**config.mk**
```make
export PLATFORM = sky130hd
export DESIGN_NAME = fpu_dispatch
export DESIGN_NICKNAME = d
export VERILOG_FILES = /design/src/rtl/fpu_pkg.sv /design/src/rtl/fpu_req_fifo.sv /design/src/rtl/fpu_dispatch.sv
export SDC_FILE = /design/constraint.sdc
export NUM_CORES = 1
export LEC_CHECK = 0
export CAP_MARGIN = 20
export CORE_MARGIN = 5
export CORE_UTILIZATION = 25
export CTS_CLUSTER_SIZE = 10
export DETAILED_ROUTE_END_ITERATION = 8
export MAX_ROUTING_LAYER = met4
export PLACE_DENSITY = 0.52
export SYNTH_ARGS = -nofsm -noshare
export SYNTH_HDL_FRONTEND = slang
export SYNTH_SLANG_ARGS = --single-unit
export TNS_END_PERCENT = 5
```
**constraint.sdc**
```tcl
create_clock -name clock -period 3.9 [get_ports clock]
set_input_delay 0.78 -clock clock [delete_from_list [all_inputs] [get_ports clock]]
set_output_delay 0.78 -clock clock [all_outputs]
set_load 0.02 [all_outputs]
```
**src/rtl/fpu_pkg.sv**
```systemverilog
// Shared types for the fpu request path: opcodes, dispatcher FSM states and the buffered request word.
package fpu_pkg;

    localparam int FPU_LATENCY = 31;
    localparam int TAG_MAX_W   = 16;

    typedef enum logic [2:0] {
        OP_IDLE = 3'b000,
        OP_ADD  = 3'b001,
        OP_SUB  = 3'b010,
        OP_MUL  = 3'b011,
        OP_DIV  = 3'b100,
        OP_SQRT = 3'b101,
        OP_MIN  = 3'b110,
        OP_MAX  = 3'b111
    } op_e;

    typedef enum logic [1:0] {
        ST_IDLE,
        ST_ISSUE,
        ST_WAIT,
        ST_RESP
    } state_e;

    // Tag field is sized for the widest user; narrower tags are zero-extended on push.
    typedef struct packed {
        op_e                  op;
        logic [31:0]          a;
        logic [31:0]          b;
        logic [TAG_MAX_W-1:0] tag;
    } req_t;

endpackage

```
**src/rtl/fpu_req_fifo.sv**
```systemverilog
// Request FIFO of req_t entries; one-cycle write-to-read, registered count/full/empty.
// Push is ignored when full and pop when empty, so the pointers can never overrun.
module fpu_req_fifo
    import fpu_pkg::*;
#(
    parameter int DEPTH = 4
) (
    input  logic                   clock,
    input  logic                   reset,
    input  logic                   push,
    input  req_t                   push_dat,
    input  logic                   pop,
    output req_t                   pop_dat,
    output logic                   full,
    output logic                   empty,
    output logic [$clog2(DEPTH):0] count
);

    localparam int PTR_W = $clog2(DEPTH);
    localparam int CNT_W = PTR_W + 1;

    req_t             mem_q [DEPTH];
    logic [PTR_W-1:0] wr_ptr_q, wr_ptr_d;
    logic [PTR_W-1:0] rd_ptr_q, rd_ptr_d;
    logic [CNT_W-1:0] count_q, count_d;
    logic             do_push;
    logic             do_pop;

    assign full    = (count_q == CNT_W'(DEPTH));
    assign empty   = (count_q == '0);
    assign count   = count_q;
    assign pop_dat = mem_q[rd_ptr_q];
    assign do_push = push && !full;
    assign do_pop  = pop && !empty;

    // Pointers wrap naturally because DEPTH is a power of two.
    always_comb begin
        wr_ptr_d = wr_ptr_q;
        rd_ptr_d = rd_ptr_q;
        count_d  = count_q;
        if (do_push) begin
            wr_ptr_d = wr_ptr_q + PTR_W'(1);
        end
        if (do_pop) begin
            rd_ptr_d = rd_ptr_q + PTR_W'(1);
        end
        case ({do_push, do_pop})
            2'b10:   count_d = count_q + CNT_W'(1);
            2'b01:   count_d = count_q - CNT_W'(1);
            default: count_d = count_q;
        endcase
    end

    always_ff @(posedge clock or posedge reset) begin
        if (reset) begin
            wr_ptr_q <= '0;
            rd_ptr_q <= '0;
            count_q  <= '0;
        end else begin
            wr_ptr_q <= wr_ptr_d;
            rd_ptr_q <= rd_ptr_d;
            count_q  <= count_d;
        end
    end

    always_ff @(posedge clock) begin
        if (do_push) begin
            mem_q[wr_ptr_q] <= push_dat;
        end
    end

endmodule

```
**src/rtl/fpu_dispatch.sv**
```systemverilog
// Buffers tagged requests and issues them one at a time to the fpu core, returning tagged results in order.
// Accept-to-rsp_valid is 34 cycles (2 for op 000); rsp_ready low parks the FSM in RESP while the FIFO keeps filling.
module fpu_dispatch
    import fpu_pkg::*;
#(
    parameter int DEPTH   = 4,
    parameter int TAG_W   = 4,
    parameter int TIMEOUT = 2 * FPU_LATENCY
) (
    input  logic                   clock,
    input  logic                   reset,
    input  logic                   req_valid,
    output logic                   req_ready,
    input  logic [2:0]             req_op,
    input  logic [31:0]            req_a,
    input  logic [31:0]            req_b,
    input  logic [TAG_W-1:0]       req_tag,
    output logic                   rsp_valid,
    input  logic                   rsp_ready,
    output logic [31:0]            rsp_result,
    output logic [TAG_W-1:0]       rsp_tag,
    output logic                   rsp_err,
    output logic                   fpu_start,
    output logic [2:0]             fpu_op,
    output logic [31:0]            fpu_a,
    output logic [31:0]            fpu_b,
    input  logic [31:0]            fpu_result,
    input  logic                   fpu_rdy,
    output logic                   stray_err,
    output logic [$clog2(DEPTH):0] fifo_count
);

    localparam int CNT_W = $clog2(TIMEOUT + 1);

    state_e           state_q, state_d;
    logic [2:0]       op_q, op_d;
    logic [31:0]      a_q, a_d;
    logic [31:0]      b_q, b_d;
    logic [TAG_W-1:0] tag_q, tag_d;
    logic [31:0]      res_q, res_d;
    logic             err_q, err_d;
    logic [CNT_W-1:0] cnt_q, cnt_d;
    logic             stray_q, stray_d;

    req_t fifo_push_dat;
    req_t fifo_head;
    logic fifo_push;
    logic fifo_pop;
    logic fifo_full;
    logic fifo_empty;
    logic unused_tag_hi;

    always_comb begin
        fifo_push_dat     = '0;
        fifo_push_dat.op  = op_e'(req_op);
        fifo_push_dat.a   = req_a;
        fifo_push_dat.b   = req_b;
        fifo_push_dat.tag = TAG_MAX_W'(req_tag);
    end

    assign req_ready     = !fifo_full;
    assign fifo_push     = req_valid && req_ready;
    assign unused_tag_hi = ^fifo_head.tag;

    fpu_req_fifo #(
        .DEPTH (DEPTH)
    ) u_fifo (
        .clock    (clock),
        .reset    (reset),
        .push     (fifo_push),
        .push_dat (fifo_push_dat),
        .pop      (fifo_pop),
        .pop_dat  (fifo_head),
        .full     (fifo_full),
        .empty    (fifo_empty),
        .count    (fifo_count)
    );

    always_comb begin
        state_d  = state_q;
        op_d     = op_q;
        a_d      = a_q;
        b_d      = b_q;
        tag_d    = tag_q;
        res_d    = res_q;
        err_d    = err_q;
        cnt_d    = cnt_q;
        stray_d  = stray_q | (fpu_rdy && (state_q != ST_WAIT));
        fifo_pop = 1'b0;

        case (state_q)
            ST_IDLE: begin
                fifo_pop = !fifo_empty;
            end
            ST_ISSUE: begin
                cnt_d   = '0;
                state_d = ST_WAIT;
            end
            ST_WAIT: begin
                cnt_d = cnt_q + CNT_W'(1);
                if (fpu_rdy) begin
                    res_d   = fpu_result;
                    err_d   = 1'b0;
                    state_d = ST_RESP;
                end else if (cnt_d == CNT_W'(TIMEOUT)) begin
                    res_d   = '0;
                    err_d   = 1'b1;
                    state_d = ST_RESP;
                end
            end
            ST_RESP: begin
                if (rsp_ready) begin
                    fifo_pop = !fifo_empty;
                    if (fifo_empty) begin
                        state_d = ST_IDLE;
                    end
                end
            end
            default: state_d = ST_IDLE;
        endcase

        // Shared by IDLE and a RESP handshake: a no-op skips the core and answers directly.
        if (fifo_pop) begin
            op_d  = fifo_head.op;
            a_d   = fifo_head.a;
            b_d   = fifo_head.b;
            tag_d = fifo_head.tag[TAG_W-1:0];
            if (fifo_head.op != OP_IDLE) begin
                state_d = ST_ISSUE;
            end else begin
                res_d   = '0;
                err_d   = 1'b0;
                state_d = ST_RESP;
            end
        end
    end

    always_ff @(posedge clock or posedge reset) begin
        if (reset) begin
            state_q <= ST_IDLE;
            op_q    <= '0;
            a_q     <= '0;
            b_q     <= '0;
            tag_q   <= '0;
            res_q   <= '0;
            err_q   <= 1'b0;
            cnt_q   <= '0;
            stray_q <= 1'b0;
        end else begin
            state_q <= state_d;
            op_q    <= op_d;
            a_q     <= a_d;
            b_q     <= b_d;
            tag_q   <= tag_d;
            res_q   <= res_d;
            err_q   <= err_d;
            cnt_q   <= cnt_d;
            stray_q <= stray_d;
        end
    end

    assign fpu_start  = (state_q == ST_ISSUE);
    assign rsp_valid  = (state_q == ST_RESP);
    assign fpu_op     = op_q;
    assign fpu_a      = a_q;
    assign fpu_b      = b_q;
    assign rsp_result = res_q;
    assign rsp_tag    = tag_q;
    assign rsp_err    = err_q;
    assign stray_err  = stray_q;

endmodule
```
==> flow_metrics.tcl, run 1 <==
set metrics [dict create \
    run_status "completed" \
    pwr_density_cell_nw_per_um2 804 \
    max_cap_violations 0 \
    tritoncts_clock_tree "yes" \
    total_switching_power_w 0.00499 \
    power_frac_clock_pct 26.6 \
    async_reset_ff_share_pct 29.7 \
    antenna_found_initial 3 \
    numPortBuffers 218 \
    hp-class "reg -> reg" \
    power.leakage_nw 6.88 \
    post_synth_inst_count 775 \
    reg2reg_slack_ns 1.15 \
    worstPathArrival_ns 3.23 \
    ir_drop_mv 0.514 \
    detail_route.vias_per_cell 4.29 \
    synth_area_um2 15200 \
    synthAdderAreaFrac_pct 1.12 \
    start_util_pct 25.2 \
    grt_pass1_vias 8660 \
    htreeDepth 2 \
    relSlewSlack_pct 37.4 \
    worst_setup_path_endpoint "u_fifo.count[2]" \
    drt_pre_antenna_iters 4 \
    sequentialPowerShare_pct 40.1 \
    hpwlAfterDp_um 21400 \
    grt_first_pass_wirelength_um 55200 \
    globalplace.congestion 0.734 \
    dominantRegCellSynth "edfxtp_1" \
    finalHoldViolCount 0 \
    rsz_0062_raised_after_global_routing "false" \
    max_freq_ghz 0.364 \
    vias 7930 \
    timing.clock.skew_ns 0.0272 \
    grt_overflow_total 0 \
    numClockSinks 404 \
    cts.repair_timing.setup_buffer_count 0 \
    number_of_buffers_created_by_cts 49 \
    flow.area_growth_from_synthesis_pct 31.6 \
    syn_area_per_cell_um2 19.6 \
    timing.setup.tns_ns 0 \
    timing.critical_path.to_type "flip-flop" \
    path_max_fanout 11 \
    ys_ff_latch 404 \
    place.detailed.instances 1757 \
    timing.critical_path.from_type "flip-flop" \
    area_fraction_in_compound_gates_after_synthesis_pct 3.04 \
    comb_power_share_pct 33.3 \
    design.portCount 219 \
    grt_start_max_net_pins 73 \
    route.final.wire_length_um 35900 \
    cts_hold_buffers 0 \
    final_worst_setup_slack_ns 1.15 \
    dpl_worst_slack_ns 0.830 \
    ys.warnings.count 0 \
    synth.lib_cells_used.distinct 38 \
    crit_path_start "state_q[0]" \
    cts-root-buf "clkbuf_16" \
    period_share_pct 70.4 \
    final_antenna_net_count 0 \
    placement_rows 90 \
    stdcell_count 1850 \
    die_x_um 257 \
    post_route_cells_drive_above_1_share_pct 22.1 \
    cts_resized 0 \
    drt_first_iter_violations 348 \
    stdcell_area_um2 20000 \
    worstSetupPathType "reg -> reg" \
    worst_hold_margin_ns 0.457 \
    drc 0 \
    post_synth_mux_area_share_pct 16.1 \
    design.core.area_um2 60200 \
    finish.net_count 1147 \
    power.share.switching_pct 31.0 \
    worst_pin_slew_ns 0.938 \
    setup_viol 0 \
    edff_count_synth 284 \
    min_period_ns 2.75 \
    critical_path_required_ns 4.38 \
    synthXorXnorAreaFrac_pct 0.346 \
    power_report.internal_total_w 0.0111 \
    dpl-instance-area_um2 18500 \
    combinational_family_with_the_most_area_after_synthesis "multiplexers" \
    rr_worst_depth 10 \
    dieHeight_um 257 \
    clock_tree.buffer_depth 3 \
    globalRouteTotalUtil_pct 11.1 \
    clkTransAtPathRegs_ns 0.06 \
    timing.rr.start "state_q[0]" \
    drt-wirelength-per-cell_um 19.4 \
    floorplan.die_area_um2 65800 \
    final-max-slew-violation-count 0 \
    mappedNetlistNets 896 \
    clk-insertion-delay-late_ns 0.58 \
    regToRegEndpoint "u_fifo.count[2]" \
    yosysSeqAreaShare_pct 75.9 \
    yosys.area_share.simple_pct 2.14 \
]
routing by layer:
| layer | part of all wire, % | vias up | global-route usage (%) |
|---|---|---|---|
| met5 | 0 | - | - |
| met4 | 2.1 | 0 | 2.92 |
| met3 | 6.4 | 55 | 3.37 |
| met2 | 49 | 220 | 18.0 |
| li1 | - | 3545 | - |
| met1 | 43 | 4110 | 13.7 |
sequential cells by signal (all words and copies together) (netlist names), 3 cells and up:
signal        cells
u_fifo.mem_q    284
fpu_a            32
fpu_b            32
rsp_result       32
cnt_q             6
rsp_tag           4
fpu_op            3
u_fifo.count      3
cell families after synthesis:
logic type | Yosys count
buf+inv | 52
mux | 146
simple gates | 68
flops | 404
compound gates | 86
fa+ha+maj | 13
xor+xnor | 6
synthesized netlist by cell type (2+ instances only):
cell / number / share of area [%]
xnor2_1: 4 / 0.23
nand2_1: 43 / 1.1
nor3_1: 3 / 0.099
inv_1: 12 / 0.30
dfrtp_1: 120 / 20
o22ai_1: 2 / 0.082
mux2_2: 73 / 5.4
mux4_2: 71 / 11
a21o_1: 3 / 0.15
ha_1: 12 / 0.99
edfxtp_1: 284 / 56
and3_1: 5 / 0.21
and2_1: 3 / 0.12
clkbuf_1: 17 / 0.42
o21ai_0: 39 / 1.3
mux2i_1: 2 / 0.13
or3_1: 3 / 0.12
a21oi_1: 35 / 1.2
xor2_1: 2 / 0.12
nand3_1: 5 / 0.16
buf_2: 20 / 0.66
cell type report:
cell class	count	area [um2]
multi-input cells	319	3480
well taps	782	978
inverters	14	58.8
diodes	3	7.51
flip-flops and latches	404	11500
repair buffers	238	2420
fillers	5766	40200
clock buffers	82	1380
clock inverters	8	141
power by group through the flow:
stage	combinational, W	clock (W)	sequential, W
2_1_floorplan	0.00267	0	0.00702
3_3_place_gp	0.00549	0	0.00653
3_5_place_dp	0.00553	0	0.00656
4_1_cts	0.00554	0.00447	0.00649
5_1_grt	0.00580	0.00464	0.00659
6_report	0.00536	0.00427	0.00645
cells in the final DEF (no fill, tap or decap), types with 3 or more instances in the layout:
cell type and instances:
a21oi_1 35, and2_1 3, clkbuf_1 31, clkbuf_16 50, ha_1 12, diode_2 3
a21o_1 3, buf_4 13, buf_12 7, xnor2_1 4, mux4_2 71, and3_4 4
inv_1 11, dfrtp_1 118, mux2_2 73, nand2_1 43, nand3_1 5, o21ai_0 39
or3_1 3, nor3_1 3, edfxtp_1 284, clkdlybuf4s50_1 218
critical path: stages, from the launching register on:
cell,delay [ns]
dfrtp_1,0.38
inv_1,0.10
ha_1,0.45
or3_1,0.58
inv_4,0.12
ha_1,0.19
inv_1,0.06
fa_1,0.37
xor2_1,0.15
nor2_1,0.11
xor2_1,0.16
through the flow:
| stage | total power, W | util [%] |
|---|---|---|
| 3_5_place_dp | 0.0121 | 30.7 |
| 3_3_place_gp | 0.0120 | 30.7 |
| 5_1_grt | 0.0170 | 33.2 |
| 6_report | 0.0161 | 33.2 |
| 4_1_cts | 0.0165 | 33.2 |
| 2_1_floorplan | 0.00969 | - |
how the worst min path moves through the flow:
stage | start | endpoint | slack, ns | cells past startpoint
floorplan | cnt_q[5] | cnt_q[5] | 0.51 | 1
global placement | stray_err | stray_err | 0.44 | 1
detailed placement | stray_err | stray_err | 0.45 | 1
CTS | stray_err | stray_err | 0.46 | 1
global route | stray_err | stray_err | 0.50 | 1
finish | stray_err | stray_err | 0.46 | 1
(Power assumes the default switching activity.)
==> inputs of run 2 (changes only) <==
--- a/config.mk
+++ b/config.mk
@@ -11,7 +11,7 @@
 export CTS_CLUSTER_SIZE = 10
 export DETAILED_ROUTE_END_ITERATION = 8
 export MAX_ROUTING_LAYER = met4
-export PLACE_DENSITY = 0.52
+export PLACE_DENSITY = 0.51
 export SYNTH_ARGS = -nofsm -noshare
 export SYNTH_HDL_FRONTEND = slang
 export SYNTH_SLANG_ARGS = --single-unit
==> constraint.sdc (replaced) <==
create_clock -name clock -period 2.7 [get_ports clock]
set_input_delay 0.54 -clock clock [delete_from_list [all_inputs] [get_ports clock]]
set_output_delay 0.54 -clock clock [all_outputs]
set_load 0.02 [all_outputs]
==> run 2 against run 1 <==
Net effect: clock power increased by 39%; power increased by 44%; non-clock buffer count increased by 9; critical path depth shrank 7; flip-flop and latch count unchanged; cell count increased by 0.32%; register-to-register slack lost 0.80 ns; cell area rose by 0.48%; count of clock-buffer cells in the layout rose by 2; sequential power grew 43%; largest cell class unchanged; largest power group unchanged.
==> flow_metrics.tcl, run 2 (synthesis gave the netlist of run 1 again) <==
set metrics [dict create \
    design.core.area_um2 60200 \
    largest_reg_flops 284 \
    mostFrequentLayoutCell "edfxtp_1" \
    finalHoldViolCount 0 \
    post_route_cells_drive_above_1_share_pct 22.5 \
    power.leakage_nw 6.92 \
    numPortBuffers 218 \
    final-max-slew-violation-count 0 \
    busiest_layer "met2" \
    timing.critical_path.to_type "output port" \
    timing.critical_path.from_type "flip-flop" \
    max_cap_violations 0 \
    dieHeight_um 257 \
    reg2reg_slack_ns 0.35 \
    rsz_0062_raised_after_global_routing "false" \
    globalplace.congestion 0.770 \
    number_of_buffers_created_by_cts 48 \
    gr-usage-met3_pct 3.22 \
    setup_viol 0 \
    cts_hold_buffers 0 \
    hp-class "in -> async" \
    worstPathArrival_ns 1.96 \
    rr_worst_depth 10 \
    timing.rr.start "state_q[0]" \
    grt_first_pass_wirelength_um 54200 \
    hpwlAfterDp_um 21700 \
    clock_tree.buffer_depth 3 \
    worst_pin_slew_ns 0.649 \
    drt-wirelength-per-cell_um 18.9 \
    min_period_ns 2.50 \
    grt_pass1_vias 8691 \
    regMostFlops "u_fifo.mem_q" \
    antenna_found_initial 2 \
    critical_path_required_ns 2.16 \
    clkTransAtPathRegs_ns 0.05 \
    ir_drop_mv 0.730 \
    ff_latch_area_um2 11500 \
    gr-usage-met1_pct 12.7 \
    drc 0 \
    path_max_fanout 6 \
    multi_input_gate_area_um2 3480 \
    grt_overflow_total 0 \
    finish.net_count 1155 \
    cts-root-buf "clkbuf_16" \
    period_share_pct 92.4 \
    final_util_pct 33.4 \
    placement_rows 90 \
    nFillCells 5742 \
    numClockSinks 404 \
    vias 8013 \
    final_antenna_net_count 0 \
    cts.repair_timing.setup_buffer_count 0 \
    tritoncts_clock_tree "yes" \
    timing.setup.tns_ns 0 \
    regToRegEndpoint "u_fifo.count[2]" \
    start_util_pct 25.2 \
    cts_resized 0 \
    grt_start_max_net_pins 57 \
    route.final.wire_length_um 35100 \
    mostFrequentLayoutCells "edfxtp_1 (284), clkdlybuf4s50_1 (218), dfrtp_1 (118)" \
    floorplan.die_area_um2 65800 \
    design.portCount 219 \
    worstSetupPathType "reg -> out" \
    gr-usage-met2_pct 18.4 \
    globalRouteTotalUtil_pct 10.9 \
    run_status "completed" \
    die_x_um 257 \
    flow.area_growth_from_synthesis_pct 32.2 \
    drt_pre_antenna_iters 4 \
    htreeDepth 2 \
    timing.clock.skew_ns 0.0140 \
    detail_route.vias_per_cell 4.32 \
    pwr_density_cell_nw_per_um2 1150 \
    relSlewSlack_pct 56.7 \
    drt_first_iter_violations 275 \
    max_freq_ghz 0.401 \
    clk-insertion-delay-late_ns 0.57 \
]
## run 2: stage by stage
| step | cells | instance area, um2 | worst slack [ns] | power (W) | hold WS (ns) |
|---|---|---|---|---|---|
| 2_1_floorplan | 775 | 15200 | -0.369 | 0.0140 | 0.505 |
| 3_3_place_gp | 1766 | 18700 | 0.0682 | 0.0175 | 0.445 |
| 3_5_place_dp | 1766 | 18700 | 0.0598 | 0.0176 | 0.457 |
| 4_1_cts | 1854 | 20100 | 0.127 | 0.0237 | 0.444 |
| 5_1_grt | 1856 | 20100 | 0.0788 | 0.0245 | 0.460 |
| 6_report | 1856 | 20100 | 0.205 | 0.0231 | 0.451 |
## run 2: report_power, final
part	switching [W]	internal [W]	total (W)
logic	0.00396	0.00401	0.00797
registers	0.000767	0.00848	0.00925
clock network	0.00237	0.00355	0.00592
## run 2: layer usage
layer  wire length [um]  share of wire, %
met1              14300                41
met2              17800                51
met3               2190               6.2
met4                778               2.2
met5                  0                 0
## run 2: final cells by class
class / count / area share [%]
multi-input cells: 319 / 17.3
inverters: 14 / 0.293
diodes: 2 / 0.0249
clock inverters: 4 / 0.268
repair buffers: 247 / 12.9
clock buffers: 84 / 6.90
well taps: 782 / 4.87
flip-flops and latches: 404 / 57.4
## run 2: worst max-delay path, stage by stage (launching register included)
cell and delay [ns]:
dfrtp_1 0.41, inv_1 0.10, nand3_1 0.22, clkdlybuf4s50_1 0.67
## run 2: worst max-delay path by stage
stage / from / to / slack [ns] / cells past startpoint
2_1_floorplan: u_fifo.count[0] / u_fifo.mem_q[0][0] / -0.37 / 3
3_3_place_gp: rsp_ready / u_fifo.count[2] / 0.07 / 10
6_report: u_fifo.count[0] / req_ready / 0.20 / 3
4_1_cts: u_fifo.count[0] / req_ready / 0.13 / 3
5_1_grt: u_fifo.count[1] / req_ready / 0.08 / 3
3_5_place_dp: rsp_ready / u_fifo.count[2] / 0.06 / 10
